--- config.mk ---
export PLATFORM = sky130hd
export DESIGN_NAME = instr_encoder
export DESIGN_NICKNAME = d
export VERILOG_FILES = /design/src/rtl/instr_encoder.sv
export SDC_FILE = /design/constraint.sdc
export NUM_CORES = 1
export LEC_CHECK = 0
export CAP_MARGIN = 15
export CORE_ASPECT_RATIO = 0.7
export CORE_MARGIN = 2
export CORE_UTILIZATION = 50
export CTS_BUF_LIST = sky130_fd_sc_hd__clkbuf_16
export DETAILED_ROUTE_END_ITERATION = 12
export PLACE_DENSITY = 0.94
export SLEW_MARGIN = 20
export SYNTH_ARGS = -nofsm -noshare
export SYNTH_HDL_FRONTEND = slang
export SYNTH_SLANG_ARGS = --single-unit
--- constraint.sdc ---
create_clock -name clk -period 7.8 [get_ports clk]
set_clock_uncertainty 0.05 [all_clocks]
set_input_delay 1.56 -clock clk [delete_from_list [all_inputs] [get_ports clk]]
set_output_delay 1.56 -clock clk [all_outputs]
set_load 0.05 [all_outputs]
--- src/rtl/instr_encoder.sv ---
// Two-stage RV32 I/S/B/J instruction packer with immediate range check and sequential address tagging.
// Optional INSTR_ENC_RANGE_CHECK_EN builds the imm_err / err_count logic; otherwise both are tied to 0.
module instr_encoder #(
    parameter int                    DATA_BUS_WIDTH = 32,
    parameter int                    ADDR_WIDTH     = 32,
    parameter logic [ADDR_WIDTH-1:0] BASE_ADDR      = '0
) (
    input  logic                      clk,
    input  logic                      rst,
    input  logic                      in_valid,
    output logic                      in_ready,
    input  logic [1:0]                imm_src,
    input  logic [6:0]                opcode,
    input  logic [4:0]                rd,
    input  logic [4:0]                rs1,
    input  logic [4:0]                rs2,
    input  logic [2:0]                funct3,
    input  logic [DATA_BUS_WIDTH-1:0] imm,
    output logic                      out_valid,
    input  logic                      out_ready,
    output logic [DATA_BUS_WIDTH-1:0] instr,
    output logic [ADDR_WIDTH-1:0]     instr_addr,
    output logic                      imm_err,
    output logic [7:0]                err_count
);

    localparam logic [1:0] FMT_I = 2'b00;
    localparam logic [1:0] FMT_S = 2'b01;
    localparam logic [1:0] FMT_B = 2'b10;

    logic                      s1_valid_q, s1_valid_d;
    logic [1:0]                s1_src_q;
    logic [6:0]                s1_opcode_q;
    logic [4:0]                s1_rd_q, s1_rs1_q, s1_rs2_q;
    logic [2:0]                s1_funct3_q;
    logic [DATA_BUS_WIDTH-1:0] s1_imm_q;

    logic                      s2_valid_q, s2_valid_d;
    logic [DATA_BUS_WIDTH-1:0] instr_q;
    logic [ADDR_WIDTH-1:0]     addr_q;

    logic                      s2_adv, s1_adv, accept, handoff;
    logic [DATA_BUS_WIDTH-1:0] packed_d;

    assign s2_adv   = !s2_valid_q || out_ready;
    assign s1_adv   = s1_valid_q && s2_adv;
    assign in_ready = !s1_valid_q || s2_adv;
    assign accept   = in_valid && in_ready;
    assign handoff  = s2_valid_q && out_ready;

    assign s1_valid_d = accept ? 1'b1 : (s1_adv ? 1'b0 : s1_valid_q);
    assign s2_valid_d = s1_adv ? 1'b1 : (handoff ? 1'b0 : s2_valid_q);

    always_comb begin
        packed_d = '0;
        case (s1_src_q)
            FMT_I: packed_d = {s1_imm_q[11:0], s1_rs1_q, s1_funct3_q, s1_rd_q, s1_opcode_q};
            FMT_S: packed_d = {s1_imm_q[11:5], s1_rs2_q, s1_rs1_q, s1_funct3_q,
                               s1_imm_q[4:0], s1_opcode_q};
            FMT_B: packed_d = {s1_imm_q[12], s1_imm_q[10:5], s1_rs2_q, s1_rs1_q, s1_funct3_q,
                               s1_imm_q[4:1], s1_imm_q[11], s1_opcode_q};
            default: packed_d = {s1_imm_q[20], s1_imm_q[10:1], s1_imm_q[11], s1_imm_q[19:12],
                                 s1_rd_q, s1_opcode_q};
        endcase
    end

    always_ff @(posedge clk or posedge rst) begin
        if (rst) begin
            s1_valid_q  <= 1'b0;
            s1_src_q    <= '0;
            s1_opcode_q <= '0;
            s1_rd_q     <= '0;
            s1_rs1_q    <= '0;
            s1_rs2_q    <= '0;
            s1_funct3_q <= '0;
            s1_imm_q    <= '0;
        end else begin
            s1_valid_q <= s1_valid_d;
            if (accept) begin
                s1_src_q    <= imm_src;
                s1_opcode_q <= opcode;
                s1_rd_q     <= rd;
                s1_rs1_q    <= rs1;
                s1_rs2_q    <= rs2;
                s1_funct3_q <= funct3;
                s1_imm_q    <= imm;
            end
        end
    end

    // instr only changes on an S1->S2 move, which cannot happen while S2 is stalled
    always_ff @(posedge clk or posedge rst) begin
        if (rst) begin
            s2_valid_q <= 1'b0;
            instr_q    <= '0;
            addr_q     <= BASE_ADDR;
        end else begin
            s2_valid_q <= s2_valid_d;
            if (s1_adv)
                instr_q <= packed_d;
            if (handoff)
                addr_q <= addr_q + ADDR_WIDTH'(4);
        end
    end

    assign out_valid  = s2_valid_q;
    assign instr      = instr_q;
    assign instr_addr = addr_q;

`ifdef INSTR_ENC_RANGE_CHECK_EN
    logic       chk_err;
    logic       err_q;
    logic [7:0] err_cnt_q;

    always_comb begin
        chk_err = 1'b0;
        case (s1_src_q)
            FMT_I, FMT_S: chk_err = !(&s1_imm_q[31:11] || ~|s1_imm_q[31:11]);
            FMT_B:        chk_err = !(&s1_imm_q[31:12] || ~|s1_imm_q[31:12]) || s1_imm_q[0];
            default:      chk_err = !(&s1_imm_q[31:20] || ~|s1_imm_q[31:20]) || s1_imm_q[0];
        endcase
    end

    always_ff @(posedge clk or posedge rst) begin
        if (rst) begin
            err_q     <= 1'b0;
            err_cnt_q <= '0;
        end else begin
            if (s1_adv)
                err_q <= chk_err;
            if (handoff && err_q && err_cnt_q != 8'hFF)
                err_cnt_q <= err_cnt_q + 8'd1;
        end
    end

    assign imm_err   = err_q;
    assign err_count = err_cnt_q;
`else
    // Upper immediate bits only feed the range check
    logic unused_imm_hi;
    assign unused_imm_hi = ^s1_imm_q[31:21];
    assign imm_err       = 1'b0;
    assign err_count     = 8'd0;
`endif

endmodule

==> impl_results.md <==
- Status: complete, no violations
- Gr usage total: between 20% and 30%
- H-tree levels: 3
- Async SR Flop Fraction: between 90% and 100%
- WL final: between 9000 and 10000 um
- Maximum VDD drop: 0.176 mV
- Critical path endpoint category: output pin
- Residual DRC: 0
- Most frequent cell after synthesis: dfrtp_1
- HP Class: reg2reg
- Initial core utilization: between 50% and 60%
- Largest net degree at the start of global routing: 71
- DP Area: 5970 sq um
- Tightest Pin Transition: 0.941 ns
- RSZ-0062 raised after global routing: false
- Buf/Inv on CP: 2
- Vias in the first global route: approximately 3.3k
- # IOs: about 140
- Iter 0 DRT Violations: slightly above 200
- Syn. warnings: 0
- CTS sink cnt: roughly 110
- Pre-antenna DRT Iters: 4
- Internal power component: around 1.2 mW
- Post-layout instance area: approximately 6300 sq um
- P_sw: around 630 uW
- Top post-synthesis cells by area: dfrtp_1 (59%), mux2_2 (15%), mux2i_1 (4.0%)
- Synth Flop Type: dfrtp_1
- Crit-path max FO: 6
- Fmax: 207 MHz
- Slew headroom: about 37%
- Footprint of the multi-input gates: ~1800 sq um
- Final #Nets: between 500 and 600
- Area delta synth->final: 31.6%
- ANT cells: 0
- Worst-Skew Late Latency: 0.34 ns
- Distinct cells, synth: 32
- Antenna Nets Post-Route: 0
- Synthesized cell area: between 4000 and 5000 sq um
- Rows: 29
- Die X: ~120 um
- GRT overflow: 0
- Synth cell count leaders: dfrtp_1 (112), mux2_2 (64), nand2_1 (32), xor2_1 (21), o21ai_0 (20)
- Placer Congestion: 0.780
- Pwr dens: ~290 nW/um^2
- CTS Buf Count: 9
- Initial antenna violation count: 0
- Largest stage delay, worst path: 0.85 ns
- Post-Synthesis Cells: 367
- Sw frac: a little over a third
- Clk buf depth: 2
- Hpwl dp: ~7000 um
- Final Hold Fails: 0
- Seq/Total Area, Yosys: 58.7%
- Setup TNS: 0 ns
- Critical path's top delay family: buffers and inverters
- Clock Pin Slew Worst Setup and Hold Paths: 0.07 ns
- # setup viols final: 0
- Area share of the leading cell type in the synthesized netlist: between 50% and 60%
- WL per Instance: around 16 um
- Clk pwr share: about a quarter
- WP data required: ~6.2 ns
- Sequential Power Share: about two fifths
- Synthesized flop and latch total: 112
- Comb power frac: a little under a third
- Core ar.: approximately 9200 sq um
- Cell leakage power: ~2.8 nW
- DR vias: 3165
- Max-cap violations: 0
- Storage element area: about 2800 sq um
- First-pass GRT wire length: between 15000 and 20000 um
- Die ar.: slightly above 10000 sq um
- Crit share post-route: 62.1%
- Most frequent CP cell: clkdlybuf4s50_1
- Die H: around 86 um
- PostCTS Resize Cnt: 0
- Slew Limit Fails: 0
- Area leader, netlist: dfrtp_1
- Slowest CP cell: clkdlybuf4s50_1
- Critical Path AT: ~3.2 ns
- Synth Area per Inst: around 13 sq um
- Final critical-path required period: 4.84 ns
- Critical path class: in2out
- Setup Fix Bufs, Post-CTS: 0
- Number of flops mapped to enable cells by yosys: 0
- Crit-path cells: clkdlybuf4s50_1 > nand3b_1 > clkdlybuf4s50_1
- Layout cell share with drive strength beyond 1: between 20 and 25%
- Layout fillers: around 670
- Root Buffer: clkbuf_16
- Port Buffers: between 100 and 150
- # hold bufs at CTS: 0
- CTS tree: yes
- Type of origin of the critical path: input pin
- Vias/cell: 5.22
registers in the layout, summed over array words and instances, names as in the netlist, 2 cells and up:
name and count:
instr 32, instr_addr 30, s1_imm_q 21, s1_opcode_q 7
s1_rd_q 5, s1_rs1_q 5, s1_rs2_q 5, s1_funct3_q 3
s1_src_q 2
metal layers:
metal  GRT usage, %  up-vias  wire (um)
li1               -     1447          -
met3           5.92       12        700
met1           25.2     1596       4170
met5              0        -          0
met4           4.97        0        117
met2           35.5      110       5000
per-stage QoR:
step	hold WS (ns)	utilization (%)	std cells	setup WS [ns]	power [mW]
after floorplan	0.407	-	377	3.23	1.14
after global placement	0.409	65.0	590	3.02	1.32
after detailed placement	0.417	65.0	590	3.02	1.34
after CTS	0.430	68.4	606	3.01	1.82
after global routing	0.432	68.4	606	2.87	1.88
final	0.429	68.4	606	2.96	1.80
power groups by stage:
stage / Clock, mW / Sequential (mW) / Combinational (mW)
after global placement: 0 / 0.756 / 0.559
final: 0.480 / 0.757 / 0.568
after global routing: 0.511 / 0.769 / 0.598
after detailed placement: 0 / 0.764 / 0.572
after floorplan: 0 / 0.961 / 0.174
after CTS: 0.488 / 0.757 / 0.574
worst paths after layout:
kind | cells past startpoint | end | from | slack (ns)
worst max-delay path | 3 | in_ready | out_ready | 2.96
worst min-delay path | 1 | instr_addr[31] | instr_addr[31] | 0.43
worst max register to register | 4 | instr_addr[29] | instr_addr[4] | 5.80
worst min register to register | 1 | instr_addr[31] | instr_addr[31] | 0.43
max in group asynchronous | 3 | instr_addr[17] | rst | 4.85
min in group asynchronous | 2 | instr_addr[19] | rst | 1.58
logic make-up after synthesis:
kind of cell	synth area share, %
adders and majority gates	0.262
muxes	19.1
and+or+nand+nor	9.91
other	0.0786
DFF	58.7
xor gates and xnor gates	5.69
buffers and inverters	3.93
AOI/OAI and AO/OA	2.31
placed cells by master (no fill, tap or decap), types with 5 or more instances in the layout:
cell / instances
inv_1: 5
nand2_1: 30
clkbuf_16: 9
mux2i_1: 19
dfrtp_1: 112
nand3_1: 10
nor2_1: 10
xnor2_1: 10
clkdlybuf4s50_1: 115
xor2_1: 21
o21ai_0: 20
conb_1: 11
mux2_2: 64
nor3_2: 9
nand4_1: 5
layout make-up:
type                            instances  share of cell area, %
Clock buffer                            9                   3.58
Clock inverter                          7                   1.37
Inverter                                6                  0.398
Multi-Input combinational cell        232                   29.1
Sequential cell                       112                   44.6
Tap cell                              124                   2.47
Timing Repair Buffer                  116                   18.4
Note: power is estimated with default switching activity, not from simulation.
